===== config.mk =====
export PLATFORM = sky130hd
export DESIGN_NAME = fifo_out
export DESIGN_NICKNAME = d
export VERILOG_FILES = /design/src/rtl/fifo_out.sv
export SDC_FILE = /design/constraint.sdc
export NUM_CORES = 1
export LEC_CHECK = 0
export ABC_AREA = 0
export BUFFER_PORTS_ARGS = -buffer_cell sky130_fd_sc_hd__buf_2
export CORE_MARGIN = 8
export CORE_UTILIZATION = 58
export DETAILED_ROUTE_END_ITERATION = 8
export GPL_TIMING_DRIVEN = 0
export PLACE_DENSITY = 0.88
export SETUP_SLACK_MARGIN = 0.1
export SKIP_LAST_GASP = 1
export SLEW_MARGIN = 40
export SYNTH_ARGS = -nofsm -noshare
export SYNTH_HDL_FRONTEND = slang
export SYNTH_SLANG_ARGS = --single-unit

===== constraint.sdc =====
create_clock -name clk -period 2.2 [get_ports clk]
set_input_delay 0.22 -clock clk [delete_from_list [all_inputs] [get_ports clk]]
set_output_delay 0.22 -clock clk [all_outputs]
set_load 0.05 [all_outputs]

===== src/rtl/fifo_out.sv =====
// Output FIFO: stores 128-bit result blocks, returns them as four 32-bit words, most-significant word first.
// Latency: data_out/data_valid one cycle after an accepted read_en; flags are registered from next-state counts.
// Backpressure: writes while full and reads while empty are dropped, flagged by overflow/underflow pulses.
module fifo_out #(
    parameter int DEPTH = 2,
    parameter int PW    = $clog2(DEPTH)
) (
    input  logic          clk,
    input  logic          n_rst,
    input  logic          clear,
    input  logic          write_en,
    input  logic [127:0]  data_in,
    input  logic          read_en,
    output logic [31:0]   data_out,
    output logic          data_valid,
    output logic          fifo_empty,
    output logic          fifo_full,
    output logic [PW+2:0] words_avail,
    output logic          overflow,
    output logic          underflow
);
    localparam logic [PW-1:0] PTR_ONE  = 1;
    localparam logic [PW:0]   BLK_ONE  = 1;
    localparam logic [PW:0]   BLK_FULL = (PW+1)'(DEPTH);
    localparam logic [PW+2:0] WRD_ONE  = 1;
    localparam logic [PW+2:0] WRD_FOUR = 4;

    logic [127:0]  mem [DEPTH];
    logic [PW-1:0] wr_ptr;
    logic [PW-1:0] rd_ptr;
    logic [PW:0]   blk_cnt;
    logic [PW:0]   blk_nxt;
    logic [1:0]    word_idx;
    logic [PW+2:0] words_nxt;
    logic          wr_acc;
    logic          rd_acc;
    logic          rd_last;
    logic [127:0]  head;
    logic [31:0]   head_word;

    // Accept decisions use the registered flags, so a slot freed this cycle is not reusable until the next.
    assign wr_acc  = write_en & ~fifo_full & ~clear;
    assign rd_acc  = read_en & ~fifo_empty & ~clear;
    assign rd_last = rd_acc & (word_idx == 2'd3);
    assign head    = mem[rd_ptr];

    always_comb begin
        head_word = head[127:96];
        case (word_idx)
            2'd1:    head_word = head[95:64];
            2'd2:    head_word = head[63:32];
            2'd3:    head_word = head[31:0];
            default: head_word = head[127:96];
        endcase
    end

    always_comb begin
        blk_nxt   = blk_cnt;
        words_nxt = words_avail;
        if (wr_acc) begin
            blk_nxt   = blk_nxt + BLK_ONE;
            words_nxt = words_nxt + WRD_FOUR;
        end
        if (rd_acc) begin
            words_nxt = words_nxt - WRD_ONE;
        end
        if (rd_last) begin
            blk_nxt = blk_nxt - BLK_ONE;
        end
    end

    always_ff @(posedge clk or negedge n_rst) begin
        if (!n_rst) begin
            for (int i = 0; i < DEPTH; i++) begin
                mem[i] <= '0;
            end
        end else if (wr_acc) begin
            mem[wr_ptr] <= data_in;
        end
    end

    always_ff @(posedge clk or negedge n_rst) begin
        if (!n_rst) begin
            wr_ptr      <= '0;
            rd_ptr      <= '0;
            blk_cnt     <= '0;
            word_idx    <= '0;
            words_avail <= '0;
            fifo_empty  <= 1'b1;
            fifo_full   <= 1'b0;
            data_out    <= '0;
            data_valid  <= 1'b0;
            overflow    <= 1'b0;
            underflow   <= 1'b0;
        end else if (clear) begin
            wr_ptr      <= '0;
            rd_ptr      <= '0;
            blk_cnt     <= '0;
            word_idx    <= '0;
            words_avail <= '0;
            fifo_empty  <= 1'b1;
            fifo_full   <= 1'b0;
            data_valid  <= 1'b0;
            overflow    <= 1'b0;
            underflow   <= 1'b0;
        end else begin
            if (wr_acc) begin
                wr_ptr <= wr_ptr + PTR_ONE;
            end
            if (rd_acc) begin
                data_out <= head_word;
                word_idx <= word_idx + 2'd1;
            end
            if (rd_last) begin
                rd_ptr <= rd_ptr + PTR_ONE;
            end
            blk_cnt     <= blk_nxt;
            words_avail <= words_nxt;
            fifo_full   <= (blk_nxt == BLK_FULL);
            fifo_empty  <= (blk_nxt == '0);
            data_valid  <= rd_acc;
            overflow    <= write_en & fifo_full;
            underflow   <= read_en & fifo_empty;
        end
    end
endmodule


== Yosys cells after proc, flatten, opt, wreduce, memory -nomap -nowiden ==
Cells that the tools add are included.
Widths: inputs -> output; s select.

* Logic and storage cells: 69
* Register bits: 303
* Input bits: 133

* Bitwise logic cells: 12
* Reductions and logical operators: 6
* Multiplexer cells: 24
* $add $sub $neg: 7
* Magnitude comparators: 3
* Equal/unequal tests: 4

{| class="wikitable"
|+ Operators by type and width
! cell !! count
|-
| $mux 128 || 4
|-
| $bwmux 256 || 1
|-
| $demux 128 s1 || 1
|-
| $pmux 32 s3 || 1
|-
| $mux 4 || 3
|-
| $mux 2 || 5
|-
| $mux 1 || 9
|-
| $and 1x1->1 || 7
|-
| $eq 2x2->1 const B || 3
|-
| $reduce_bool 2->1 || 3
|-
| $add 2x1->2 const B || 2
|-
| $add 4x3->4 const B || 1
|-
| $ge 2x2->1 const B || 2
|-
| $not 1->2 || 2
|-
| $sub 4x1->4 const B || 1
|-
| $not 1->1 || 3
|-
| $add 1x1->1 const B || 2
|-
| $eq 2x1->1 const B || 1
|-
| $logic_not 2->1 || 1
|-
| $lt 2x1->1 const B || 1
|-
| $reduce_and 2->1 || 1
|-
| $sub 2x1->2 const B || 1
|-
| $logic_and 1x1->1 || 1
|}

== Logic depth before layout (Yosys ltp) ==
* Word-level depth: 8
* Mapped depth: 8
* Mapped depth without buffers: 6

== Worst setup path before layout ==
Ideal clock, no wire load.

* Kind: register to register
* Start point: register fifo_full
* End point: register mem[128] in the netlist's numbering
* Required time: 2.073 ns
* Buffers on the path: 3
* Slack: 0.368 ns
* Arrival time: 1.704 ns
* Library setup time: 0.127 ns
* Period minus slack after synthesis: 1.832 ns
* Stages on the path, launching flop included: 8
* Cells stage by stage: dfrtp_1 > nor2b_4 > buf_6 > nand2_1 > nor2_1 > buf_4 > buf_6 > mux2_1

* Word-level cells in the longest chain between the ends: 3

{| class="wikitable"
|+ Ends and longest elaborated chain
! element !! line !! RTL
|-
| from (decl) || 17 || <nowiki>output logic fifo_full,</nowiki>
|-
| from (signal assigned) || 119 || <nowiki>fifo_full <= (blk_nxt == BLK_FULL);</nowiki>
|-
| $not 1->1 || 42 || <nowiki>assign wr_acc = write_en & ~fifo_full & ~clear;</nowiki>
|-
| $and 1x1->1 (2 in series) || 42 ||
|-
| to (signal, indexed assignment) || 78 || <nowiki>mem[wr_ptr] <= data_in;</nowiki>
|-
| to (decl) || 28 || <nowiki>logic [127:0] mem [DEPTH];</nowiki>
|}

No other way between the ends.
A chain may end at the register's enable or synchronous reset.

== Final worst setup path ==
* Start point: register word_idx[0]
* End point: register data_out[6]

* Word-level cells in the longest chain between the ends: 2
* Elaborated cells on any way between the ends: 4
* Those cells by class: eq/ne (3); mux (1)

{| class="wikitable"
|+ Ends and longest elaborated chain
! element !! line !! RTL
|-
| from (decl) || 33 || <nowiki>logic [1:0] word_idx;</nowiki>
|-
| from (signal assigned) || 112 || <nowiki>word_idx <= word_idx + 2'd1;</nowiki>
|-
| $eq 2x2->1 or $eq 2x1->1 (tied branches) || 49 || <nowiki>case (word_idx)</nowiki>
|-
| $pmux 32 s3 (*) || 49 ||
|-
| to (signal assigned) || 111 || <nowiki>data_out <= head_word;</nowiki>
|-
| to (decl) || 14 || <nowiki>output logic [31:0] data_out,</nowiki>
|}

Mark *: on every way between the ends. The rest lies on a longest branch, timed or not.

==> impl_results.md <==
- Clock Tree Buf Depth: 3
- Post-DR wirelength/cell: 24.8 µm
- Fin crit period: 2.11 ns
- Vias: 10,100
- HP Start: clear
- GRT overflow: 0
- Area of the core: 24,200 µm²
- WL final: just over 40 mm
- Hold crit path type: in -> reg
- First-pass GRT wire length: approximately 63 mm
- GP Congestion: 0.824
- Least-Margin Pin Slew: 0.612 ns
- Hold Slack: 0.104 ns
- R2R depth: 8
- Final Hold Viols: 0
- CTS tree: built
- Reg2reg setup slack: 0.09 ns
- I/O pins: 174
- Chip Width: 172 µm
- CP max stage cell: dfrtp_1
- Critical path class: reg -> reg
- Pre-Repair DR Iteration Count: 5
- Vias/cell: ~6
- Slew Limit Fails: 0
- Max_cap viols: 0
- H-tree Lvls: 2
- CP arrival: roughly 2.5 ns
- Synth Cell Area: 14,200 µm²
- Worst setup path startpoint: word_idx[0]$_DFFE_PN0P_
- Root Buffer: clkbuf_16
- Rows: 57
- Status: complete, no violations
- Final period utilization: between 90% and 100%
- Setup Skew: approximately 0.018 ns
- Avg Cell Area, Syn: roughly 15 µm²
- WP depth: 8
- Fill cells: 1,364
- Register area share after synthesis: a little over half
- Largest net degree at the start of global routing: between 70 and 80
- Layout area overhead: 27.8%
- Largest stage delay on the critical path: 0.39 ns
- Slew headroom: 59.2%
- Netlist cell types: 43
- Worst Path Buf+Inv: 3
- Dpl hpwl: 25.8 mm
- Critical Path RT: 2.59 ns
- Commonest cells after routing, fill and taps aside: dfrtp_1 (302), buf_2 (189), mux2_1 (146)
- Commonest non-fill, non-tap cell in the layout: dfrtp_1
- Final setup viols: 0
- Crit path cell chain: inv_1 -> ha_1 -> buf_4 -> clkbuf_4 -> a22oi_1 -> a21oi_1 -> a211o_1 -> a22o_1
- Startpoint types: flop
- PwrDens: between 1000 and 1500 nW/µm²
- Drc violations: 0
- Unrepaired setup endpoints after global routing: true
- Port Buf Inserts: 173
- Worst-path fanout max: 10
- Mapped Cells: 954
- Synthesized flop and latch total: 303
- Share of cells above drive strength 1: between 30% and 40%
- Post-route cell area: roughly 18,000 µm²
- Initial Util: 58.7%
- Synth warnings: 0
- CTS clk-pin slew, worst paths: 0.06 ns
- Antenna violations before repair: 2
- Nets: 1,440
- Die H: 172 µm
- Leakage Power: 8.13 nW
- Drt initial violations: 820
- Synthesized Nets: 1,092
- Gr usage total: 27.5%
- Crit-path leading delay family: compound AO/OA/AOI/OAI gates
- Achievable Freq: 0.475 GHz
- Cell Area, Placed: 15,600 µm²
- CP endpoint kind: flop
- Peak supply drop: 0.841 mV
- Clock sinks: 303
- Reg2reg start: word_idx[0]$_DFFE_PN0P_
- Die area: just under 30,000 µm²
- Skew-Pair Late Insertion Delay: between 0.5 and 0.6 ns
- Vias in the first global route: around 11,000
- Detail Route Antenna Nets: 0
- Total CTS buffers: 34
- Worst hold path depth: 4
## routing by layer
layer	track usage (%)	up-vias	wire, µm
li1	-	4255	-
met1	36.0	5226	16700
met2	45.1	504	19700
met3	4.95	102	2920
met4	10.7	0	1410
met5	0	-	0
## area by class of cell
cell class | count | area (µm²) | share of cell area, %
flip-flops and latches | 303 | 7580 | 41.8
multi-input cells | 568 | 6000 | 33.1
repair buffers | 312 | 2320 | 12.8
clock buffers | 48 | 1010 | 5.60
plain buffers | 77 | 678 | 3.74
well taps | 324 | 405 | 2.24
clock inverters | 6 | 95.1 | 0.525
inverters | 6 | 22.5 | 0.124
diodes | 2 | 5.00 | 0.0276
## where the power goes
part           internal (mW)  switching (mW)  leakage (nW)
registers               7.49            1.29          3.64
logic                   2.75            2.69          3.94
clock network           3.44            2.29         0.548
## timing repair
action                                 4_1_cts  5_1_grt
setup buffers                                0        4
endpoints found under the hold margin      307        0
resized for setup                            2       24
setup endpoints to repair                    8       31
hold buffers                               131        0
cloned                                       0        0
pin swaps                                    0        2
## cells in the mapped netlist
| master | count | area (µm²) |
|---|---|---|
| a211o_1 | 31 | 272 |
| a211oi_1 | 2 | 15.0 |
| a21oi_1 | 64 | 320 |
| a221oi_1 | 21 | 184 |
| a221oi_2 | 10 | 150 |
| a22o_1 | 32 | 280 |
| a22oi_1 | 32 | 240 |
| a311o_1 | 1 | 10.0 |
| a31oi_1 | 2 | 12.5 |
| and3_1 | 3 | 18.8 |
| and3_4 | 1 | 11.3 |
| buf_1 | 2 | 7.51 |
| buf_2 | 17 | 85.1 |
| buf_4 | 10 | 75.1 |
| buf_6 | 25 | 282 |
| buf_8 | 12 | 180 |
| clkbuf_1 | 11 | 41.3 |
| dfrtp_1 | 302 | 7560 |
| dfstp_2 | 1 | 26.3 |
| ha_1 | 5 | 62.6 |
| inv_1 | 4 | 15.0 |
| inv_2 | 2 | 7.51 |
| mux2_1 | 146 | 1640 |
| mux2_2 | 6 | 67.6 |
| mux2_4 | 137 | 2060 |
| mux2i_1 | 31 | 310 |
| nand2_1 | 10 | 37.5 |
| nand2b_1 | 1 | 6.26 |
| nand3_1 | 2 | 10.0 |
| nand4bb_1 | 1 | 11.3 |
| nor2_1 | 11 | 41.3 |
| nor2b_1 | 2 | 12.5 |
| nor2b_4 | 1 | 13.8 |
| nor3_1 | 1 | 5.00 |
| nor3b_1 | 1 | 7.51 |
| o211ai_1 | 1 | 7.51 |
| o21ai_0 | 2 | 10.0 |
| o21ai_1 | 1 | 5.00 |
| o311ai_1 | 1 | 8.76 |
| o31ai_1 | 1 | 7.51 |
| or4_1 | 1 | 7.51 |
| xnor2_1 | 5 | 43.8 |
| xor2_1 | 2 | 17.5 |
## final timing paths
check                                          endpoint
worst max register to register  data_out[6]$_DFFE_PN0P_
worst min register to register     mem[131]$_DFFE_PN0P_
worst max-delay path            data_out[6]$_DFFE_PN0P_
max in group asynchronous           mem[48]$_DFFE_PN0P_
worst min-delay path                fifo_full$_DFF_PN0_
min in group asynchronous          mem[252]$_DFFE_PN0P_
## state kept, by name, indices dropped and copies added (netlist names)
name,count
mem,256
data_out,32
words_avail,4
blk_cnt,2
word_idx,2
data_valid,1
fifo_empty,1
fifo_full,1
overflow,1
rd_ptr,1
underflow,1
wr_ptr,1
## metrics by stage
stage / setup slack (ns) / power [mW] / instances / TNS, ns / util [%]
final: 0.0927 / 20.0 / 1646 / 0 / 75.0
after global routing: -0.0182 / 20.7 / 1646 / -0.0283 / 75.0
after CTS: 0.101 / 19.7 / 1640 / 0 / 74.4
after detailed placement: 0.0653 / 13.8 / 1455 / 0 / 64.4
after global placement: -4.60 / 13.4 / 1451 / -1385.65 / 63.9
after floorplan: 0.368 / 12.2 / 954 / 0 / -
## logic make-up (layout without fill, tap and decap cells)
logic type,count (synthesis),in the layout,share of synthesized area [%]
multiplexers,320,320,28.8
adder cells (fa/ha/maj),5,5,0.441
AO/OA/AOI/OAI,201,201,10.7
AND/OR/NAND/NOR,35,35,1.29
XOR/XNOR,7,7,0.432
flip-flops,303,303,53.5
buffers and inverters,83,449,4.89
other,0,2,0
## worst register-to-register path, delay by kind of cell, from the launching register on
kind,cells,cell delay (ns)
fa+ha+maj,1,0.20
flops,1,0.39
compound gates,4,0.91
buf+inv,3,0.50
(Power assumes the default switching activity.)
